File: config.mk
export PLATFORM = sky130hd
export DESIGN_NAME = sa_input_skew
export DESIGN_NICKNAME = d
export VERILOG_FILES = /design/src/rtl/cvxif_pkg.sv /design/src/rtl/sa_input_skew_lane.sv /design/src/rtl/sa_input_skew.sv
export SDC_FILE = /design/constraint.sdc
export NUM_CORES = 1
export LEC_CHECK = 0
export CORE_MARGIN = 2
export CORE_UTILIZATION = 36
export CTS_CLUSTER_DIAMETER = 120
export DETAILED_ROUTE_END_ITERATION = 10
export PLACE_DENSITY_LB_ADDON = 0.08
export SLEW_MARGIN = 20
export SYNTH_ARGS = -nofsm -noshare
export SYNTH_HDL_FRONTEND = slang
export SYNTH_SLANG_ARGS = --single-unit
File: constraint.sdc
create_clock -name i_clk -period 1.8 [get_ports i_clk]
set_input_delay 0.54 -clock i_clk [delete_from_list [all_inputs] [get_ports i_clk]]
set_output_delay 0.54 -clock i_clk [all_outputs]
set_load 0.02 [all_outputs]
File: src/rtl/cvxif_pkg.sv
`default_nettype none
// ==== cvxif_pkg : shared types/constants for the conv accelerator datapath ==== rev 1.0
package cvxif_pkg;
  localparam int SA_LANES = 9;
  typedef logic signed [7:0] sa_operand_t;
endpackage
`default_nettype wire

File: src/rtl/sa_input_skew_lane.sv
`default_nettype none
// ==== sa_skew_lane : DEPTH-stage {valid,data} delay line, data zeroed on bubbles ==== rev 1.0
module sa_skew_lane #(
  parameter int DEPTH = 1,
  parameter int DW    = 8
) (
  input  logic          i_clk,
  input  logic          i_rstn,
  input  logic          i_clr,
  input  logic          i_valid,
  input  logic [DW-1:0] i_data,
  output logic          o_valid,
  output logic [DW-1:0] o_data
);

  logic [DEPTH-1:0]         vld_q, vld_d;
  logic [DEPTH-1:0][DW-1:0] dat_q, dat_d;

  always_comb begin
    vld_d = vld_q;
    dat_d = dat_q;
    for (int s = DEPTH - 1; s > 0; s--) begin
      vld_d[s] = vld_q[s-1];
      dat_d[s] = dat_q[s-1];
    end
    // Zero data on entry so an invalid slot can never carry stale operands downstream.
    vld_d[0] = i_valid;
    dat_d[0] = i_valid ? i_data : '0;
    if (i_clr) begin
      vld_d = '0;
      dat_d = '0;
    end
  end

  always_ff @(posedge i_clk or negedge i_rstn) begin
    if (!i_rstn) begin
      vld_q <= '0;
      dat_q <= '0;
    end else begin
      vld_q <= vld_d;
      dat_q <= dat_d;
    end
  end

  assign o_valid = vld_q[DEPTH-1];
  assign o_data  = dat_q[DEPTH-1];

endmodule
`default_nettype wire

File: src/rtl/sa_input_skew.sv
`default_nettype none
// ==== sa_input_skew : diagonal skew of im2col beats onto systolic-array rows ==== rev 1.0
module sa_input_skew
  import cvxif_pkg::*;
#(
  parameter int LANES = SA_LANES,
  parameter int DW    = 8,
  parameter int CNT_W = 16
) (
  input  logic                      i_clk,
  input  logic                      i_rstn,
  input  logic                      i_start,
  input  logic                      i_valid,
  input  logic [LANES-1:0][DW-1:0]  i_data,
  input  logic                      i_last,
  output logic [LANES-1:0][DW-1:0]  o_data,
  output logic [LANES-1:0]          o_valid,
  output logic                      o_busy,
  output logic                      o_done,
  output logic [CNT_W-1:0]          o_beats
);

  localparam int CW = $clog2(LANES + 1);

  localparam logic [1:0] S_IDLE   = 2'd0;
  localparam logic [1:0] S_STREAM = 2'd1;
  localparam logic [1:0] S_DRAIN  = 2'd2;

  logic [1:0]       state_q, state_d;
  logic [CW-1:0]    cnt_q, cnt_d;
  logic [CW-1:0]    gap_q, gap_d;
  logic [CNT_W-1:0] beats_q, beats_d;
  logic             done_q, done_d;
  logic             busy_q, busy_d;
  logic             w_accept;
  logic [CW-1:0]    w_drain_load;

  always_ff @(posedge i_clk or negedge i_rstn) begin
    if (!i_rstn) state_q <= S_IDLE;
    else         state_q <= state_d;
  end

  // gap_q counts cycles since the last accepted beat, so a late i_last still times
  // o_done to the moment that beat leaves the deepest lane.
  always_comb begin
    if (i_valid)                                             w_drain_load = CW'(LANES - 1);
    else if (beats_q == '0 || gap_q >= CW'(LANES - 2))       w_drain_load = '0;
    else                                                     w_drain_load = CW'(LANES - 2) - gap_q;
  end

  always_comb begin
    state_d = state_q;
    cnt_d   = cnt_q;
    case (state_q)
      S_IDLE: begin
        if (i_start) state_d = S_STREAM;
      end
      S_STREAM: begin
        if (i_start) begin
          state_d = S_STREAM;
        end else if (i_last) begin
          state_d = S_DRAIN;
          cnt_d   = w_drain_load;
        end
      end
      S_DRAIN: begin
        if (i_start)            state_d = S_STREAM;
        else if (cnt_q == '0)   state_d = S_IDLE;
        else                    cnt_d   = cnt_q - CW'(1);
      end
      default: state_d = S_IDLE;
    endcase
  end

  always_comb begin
    w_accept = (state_q == S_STREAM) && i_valid && !i_start;
    beats_d  = beats_q;
    gap_d    = gap_q;
    if (i_start) begin
      beats_d = '0;
      gap_d   = CW'(LANES);
    end else if (w_accept) begin
      if (beats_q != '1) beats_d = beats_q + CNT_W'(1);
      gap_d = '0;
    end else if (gap_q != CW'(LANES)) begin
      gap_d = gap_q + CW'(1);
    end
    done_d = (state_d == S_DRAIN) && (cnt_d == '0);
    busy_d = (state_d != S_IDLE);
  end

  always_ff @(posedge i_clk or negedge i_rstn) begin
    if (!i_rstn) begin
      cnt_q   <= '0;
      gap_q   <= '0;
      beats_q <= '0;
      done_q  <= 1'b0;
      busy_q  <= 1'b0;
    end else begin
      cnt_q   <= cnt_d;
      gap_q   <= gap_d;
      beats_q <= beats_d;
      done_q  <= done_d;
      busy_q  <= busy_d;
    end
  end

  for (genvar k = 0; k < LANES; k++) begin : g_lane
    sa_skew_lane #(
      .DEPTH (k + 1),
      .DW    (DW)
    ) u_lane (
      .i_clk   (i_clk),
      .i_rstn  (i_rstn),
      .i_clr   (i_start),
      .i_valid (w_accept),
      .i_data  (i_data[k]),
      .o_valid (o_valid[k]),
      .o_data  (o_data[k])
    );
  end

  assign o_busy  = busy_q;
  assign o_done  = done_q;
  assign o_beats = beats_q;

endmodule
`default_nettype wire

After elaboration in Yosys (flattened, before gate mapping) --
Cells that the tools add are included.
Operators by class: $add $sub $neg 4, magnitude comparators 1, eq/ne operators 5, mux-type cells 46, reductions and logical operators 14
Operator list (number):
- two-way mux 8 bit | 11
- two-way mux 72 bit | 1
- two-way mux 16 bit | 4
- two-way mux 64 bit | 1
- two-way mux 56 bit | 1
- two-way mux 48 bit | 1
- two-way mux 4 bit | 10
- two-way mux 40 bit | 1
- two-way mux 32 bit | 1
- two-way mux 24 bit | 1
- adder 16 x 1 -> 16 bit, second input constant | 1
- logical NOT 16 bit | 1
- inequality test 16 bit, second input constant | 1
- two-way mux 2 bit | 6
- two-way mux 9 bit | 1
- logical NOT 4 bit | 2
- one-hot mux 4 bit (2 select lines) | 1
- two-way mux 7 bit | 1
- two-way mux 6 bit | 1
- one-hot mux 2 bit (3 select lines) | 1
- nonzero test 2 bit | 3
- two-way mux 5 bit | 1
- adder 4 x 1 -> 4 bit, second input constant | 1
- == test 2 bit, second input constant | 2
- other kinds (13) | 15
Word-level totals: register bits 433, input port bits 77, output and inout bits 99, word-level logic and storage cells 130

Longest topological paths before layout --
word-level depth 9, gate-level depth with buffers 7, gate-level depth less buffers 7

Modules after synthesis --
A second synthesis with hierarchy kept.
Unflattened totals: cells, all modules 1096, area total of the unflattened synthesis 15392.3 sq um
By module, submodules not included:
- sa_skew_lane at g_lane[8].u_lane | times used 1, cells an instance 179, area an instance 2738.9 sq um, seq. area each 2026.9 sq um
- sa_skew_lane at g_lane[7].u_lane | times used 1, cells an instance 159, area an instance 2369.8 sq um, seq. area each 1801.7 sq um
- sa_skew_lane at g_lane[6].u_lane | times used 1, cells an instance 140, area an instance 2083.2 sq um, seq. area each 1576.5 sq um
- sa_skew_lane at g_lane[5].u_lane | times used 1, cells an instance 121, area an instance 1800.5 sq um, seq. area each 1351.3 sq um
- sa_input_skew | times used 1, cells an instance 185, area an instance 1742.9 sq um, seq. area each 700.7 sq um
- sa_skew_lane at g_lane[4].u_lane | times used 1, cells an instance 102, area an instance 1514.0 sq um, seq. area each 1126.1 sq um
- sa_skew_lane at g_lane[3].u_lane | times used 1, cells an instance 83, area an instance 1227.4 sq um, seq. area each 900.9 sq um
- sa_skew_lane at g_lane[2].u_lane | times used 1, cells an instance 64, area an instance 940.9 sq um, seq. area each 675.6 sq um
- sa_skew_lane at g_lane[1].u_lane | times used 1, cells an instance 45, area an instance 673.1 sq um, seq. area each 450.4 sq um
- sa_skew_lane at g_lane[0].u_lane | times used 1, cells an instance 18, area an instance 301.5 sq um, seq. area each 225.2 sq um

Worst setup path before layout --
No wires, ideal clock.
path type reg-to-reg, start point register cnt_q[0], end point register done_q, in the netlist o_done, setup time 0.096 ns, arrival time 1.648 ns, data required time 1.704 ns, slack 0.057 ns, stages on the path, launching flop included 8, cell sequence dfrtp_1 inv_1 ha_1 nor3b_2 nand2b_4 a2111oi_4 o2111ai_1 nor4_2
Between the ends: cells in the longest elaborated chain, start to end 6, elaborated cells on any way between the ends 13
RTL lines:
- start: declaration | line sa_input_skew.sv:30 | logic [CW-1:0] cnt_q, cnt_d;
- start signal: assignment | line sa_input_skew.sv:100 | cnt_q <= cnt_d;
- logical NOT 4 bit | line sa_input_skew.sv:68 | else if (cnt_q == '0) state_d = S_IDLE;
- two-way mux 2 bit | line sa_input_skew.sv:68
- two-way mux 2 bit | line sa_input_skew.sv:67 | if (i_start) state_d = S_STREAM;
- one-hot mux 2 bit (3 select lines) | line sa_input_skew.sv:54 | case (state_q)
- net state_d[1] | line sa_input_skew.sv:29 | logic [1:0] state_q, state_d;
- == test 2 bit | line sa_input_skew.sv:88 | done_d = (state_d == S_DRAIN) && (cnt_d == '0);
- logical AND 1 bit | line sa_input_skew.sv:88
- net done_d | line sa_input_skew.sv:33 | logic done_q, done_d;
- end signal: assignment | line sa_input_skew.sv:103 | done_q <= done_d;
- end: declaration | line sa_input_skew.sv:33
The timed path passes the listed nets, and every way through them passes these cells. A chain may end at the register's enable or synchronous reset.

Final worst setup path --
start point register cnt_q[0], end point register done_q, in the netlist o_done
Between the ends: cells in the longest elaborated chain, start to end 6, elaborated cells on any way between the ends 13
RTL lines (line):
- subtractor 4 x 1 -> 4 bit or logical NOT 4 bit (tied branches) | sa_input_skew.sv:69, sa_input_skew.sv:68
- two-way mux 4 bit or two-way mux 2 bit (tied branches) | sa_input_skew.sv:68
- two-way mux 4 bit or two-way mux 2 bit (tied branches) | sa_input_skew.sv:67
- one-hot mux 4 bit (2 select lines) or one-hot mux 2 bit (3 select lines) (tied branches) | sa_input_skew.sv:54
- logical NOT 4 bit or == test 2 bit (tied branches) | sa_input_skew.sv:88
- logical AND 1 bit * | sa_input_skew.sv:88
- net done_d | sa_input_skew.sv:33
The timed path passes the listed nets; every way through them passes the cells marked *.

==> results.py <==
metrics = {
    "power": {
        "seq_power_share": 0.466,
        "p_total_mw": 20.2,
        "clockPowerShare": 0.433,
        "power_density_nw_per_um2": 1150,
        "p_leak_nw": 8.64,
        "p_sw_mw": 4.63,
        "switching_share": 0.229,
        "ir_drop_mv": 0.688,
        "p_int_mw": 15.6,
        "comb_power_share": 0.101,
    },
    "timing": {
        "finalHoldViolCount": 0,
        "fin_ws_ns": -0.00790,
        "clock_skew_ns": 0.0131,
        "finalSetupTns_ns": -0.00790,
        "tightest_slew_ns": 0.761,
        "fmax_mhz": 553,
        "holdWs_ns": 0.280,
        "period_minus_slack_ns": 1.81,
        "setup_viol": 1,
        "grt_setup_unrepaired": "true",
        "finalCritPeriodShare": 1.00,
        "max_slew_margin": 0.492,
        "slew_viol_final": 0,
    },
    "synthesis": {
        "synth-simple-area-share": 0.202,
        "yosys_warnings": 0,
        "synth_cell_type_count": 44,
        "synth_flop_cell": "dfrtp_1",
        "ys_ff_latch": 397,
        "synth_edf_count": 0,
        "synth_mux_area_frac": 0.00152,
        "synth_commonest_cells": "dfrtp_1 (397), nor2b_1 (297), and2_1 (73), buf_4 (73), clkbuf_1 (41)",
        "avgSynthCellArea_um2": 13.6,
        "syn-num-nets": 1118,
        "synthXorXnorAreaFrac": 0.0106,
        "synth_seq_area_share": 0.709,
        "synth_fa_ha_area_frac": 0.00803,
        "synth_compound_area_frac": 0.0130,
        "synth_top_area_share": 0.709,
        "synth.most_common_cell": "dfrtp_1",
        "synthTopCellsByArea": "dfrtp_1 (71%), nor2b_1 (13%), buf_4 (3.9%)",
        "netlist_area_um2": 14000,
        "yosys.area.top_type": "dfrtp_1",
        "synth_top_family_by_area": "simple AND/OR/NAND/NOR gates",
        "ys_async_sr_fraction": 1.00,
        "syn_inst": 1032,
    },
    "worst_setup_path": {
        "worstPathArrival_ns": 2.24,
        "criticalPathCategory": "reg -> reg",
        "critPathRequiredTime_ns": 2.23,
        "crit_fanout": 2,
        "max_stage_delay_ns": 0.34,
        "worstSetupStartpointType": "flip-flop",
        "crit_chain": "inv_1 > ha_2 > buf_4 > and2b_1 > mux2_4 > a32oi_2 > o2111ai_2 > nor4_2",
        "crit_slowest_cell": "dfrtp_1",
        "endpoint_kind": "flip-flop",
    },
    "detailed_routing": {
        "drc": 0,
        "drt-pass1-iter-count": 4,
        "drt_iter0_drc": 259,
        "vias": 7214,
        "wirelength_um": 23600,
        "wl_per_cell_um": 13.6,
        "ant_nets": 0,
        "drt-vias-per-instance": 4.15,
    },
    "place": {
        "place_congestion": 0.780,
        "dpl_cell_area_um2": 16100,
        "post-place-ws_ns": -0.327,
        "portBuffers": 175,
        "numPlacedInstances": 1650,
        "place_hpwl_um": 14200,
    },
    "clock_network": {
        "clk_path_buf_depth": 3,
        "clock_latency_ns": 0.52,
        "h-tree-depth": 2,
        "path_clk_slew_ns": 0.06,
        "tritoncts": "built",
        "numClockSinks": 397,
        "cts_inserted_buffers": 44,
        "cts_root_buffer": "clkbuf_16",
    },
    "run": {
        "drv_cap": 0,
    },
    "floorplan": {
        "die_h_um": 201,
        "coreArea_um2": 38600,
        "io_pins": 176,
        "rows": 72,
        "die-width_um": 201,
        "initial_core_util": 0.363,
        "die_area_um2": 40500,
    },
    "global_route": {
        "grt_pass1_wl_um": 39800,
        "grt_pass1_vias": 7431,
        "antenna_found_initial": 1,
        "grt_max_degree": 125,
        "grt_use_total": 0.121,
        "overflow": 0,
    },
    "status": {
        "run_status": "finished with violations",
        "violations": "negative setup slack",
    },
    "cells_and_area": {
        "post-route-cell-area_um2": 17600,
        "area.growth.synth_to_final_pct": 25.6,
        "fill_cells": 3573,
        "layout-drive-gt1-share": 0.149,
        "finalNonFillerCells": 1737,
        "final_util": 0.456,
        "diodes": 0,
        "fin_nets": 1275,
    },
    "min_path": {
        "min_path_type": "in -> reg",
    },
}
cell type report:
type	count	area (um2)	share of cell area
clock buffers	61	1240	0.0703
clock inverters	15	186	0.0106
inverters	12	45.0	0.00256
multi-input cells	504	3390	0.193
flip-flops and latches	397	9940	0.565
well taps	518	648	0.0368
repair buffers	230	2150	0.122
sequential cells by signal, summed over array words and instances (netlist names):
name / cells
o_busy: 1
o_beats: 16
cnt_q: 4
g_lane.u_lane.dat_q: 288
g_lane.u_lane.vld_q: 9
g_lane.u_lane.o_data: 72
o_done: 1
state_q: 2
gap_q: 4
repair_timing:
action | CTS | global route
buffers inserted | 6 | 4
pin swaps | 0 | 3
hold endpoints to repair | 12 | 0
endpoints found under the setup margin | 104 | 79
gates resized for setup | 184 | 36
hold buffers | 1 | 0
metal layers:
| metal | part of all wire | track usage |
|---|---|---|
| met5 | 0 | 0 |
| met1 | 0.44 | 0.160 |
| met2 | 0.46 | 0.186 |
| met3 | 0.075 | 0.0423 |
| met4 | 0.026 | 0.0431 |
power groups by stage:
stage	combinational [mW]	sequential, mW	clock, mW
detailed placement	2.02	9.59	0
floorplan	0.986	9.62	0
global route	2.29	9.47	9.47
finish	2.04	9.43	8.76
global placement	1.98	9.59	0
CTS	2.07	9.43	9.08
path summary, 6_finish.rpt:
check / from / endpoint / slack [ns] / cells after the start
setup reg to reg: cnt_q[0] / o_done / -0.008 / 8
hold / removal: i_start / state_q[1] / 0.28 / 2
min in group asynchronous: i_rstn / g_lane[8].u_lane.dat_q[12] / 0.48 / 2
hold reg to reg: g_lane[8].u_lane.dat_q[4] / g_lane[8].u_lane.dat_q[12] / 0.45 / 1
max in group asynchronous: i_rstn / g_lane[1].u_lane.o_data[5] / 0.56 / 3
setup / recovery: cnt_q[0] / o_done / -0.008 / 8
cells in the final DEF, fill, tap and decap left out, drive strengths merged, types with 3 or more instances in the layout:
master,netlist,final
dfrtp,397,397
nor2b,297,297
clkdlybuf4s50,0,74
and2,73,73
clkbuf,41,71
buf,78,67
dlygate4sd2,0,44
clkdlybuf4s15,0,34
nor2,20,20
xnor2,15,15
inv,12,13
nand2,11,11
nor4,10,10
ha,9,9
clkinv,0,8
nor3,7,7
nand4,7,7
o21ai,7,7
nand3,7,7
nor4b,6,6
a21oi,4,4
bufinv,0,4
nor3b,4,4
o211ai,3,3
and4,3,3
worst max-delay path: cells and delay by family, from the launching register on:
family / cells / cell delay [ns]
compound gates: 2 / 0.39
buf+inv: 2 / 0.18
flops: 1 / 0.34
simple gates: 2 / 0.32
mux: 1 / 0.30
fa+ha+maj: 1 / 0.18
cells by family after synthesis:
group,Yosys count
muxes,2
adders and majority gates,9
buffers and inverters,131
and+or+nand+nor,452
DFF,397
xor gates and xnor gates,17
AOI/OAI and AO/OA,24
Power figures use the tool's default switching activity.
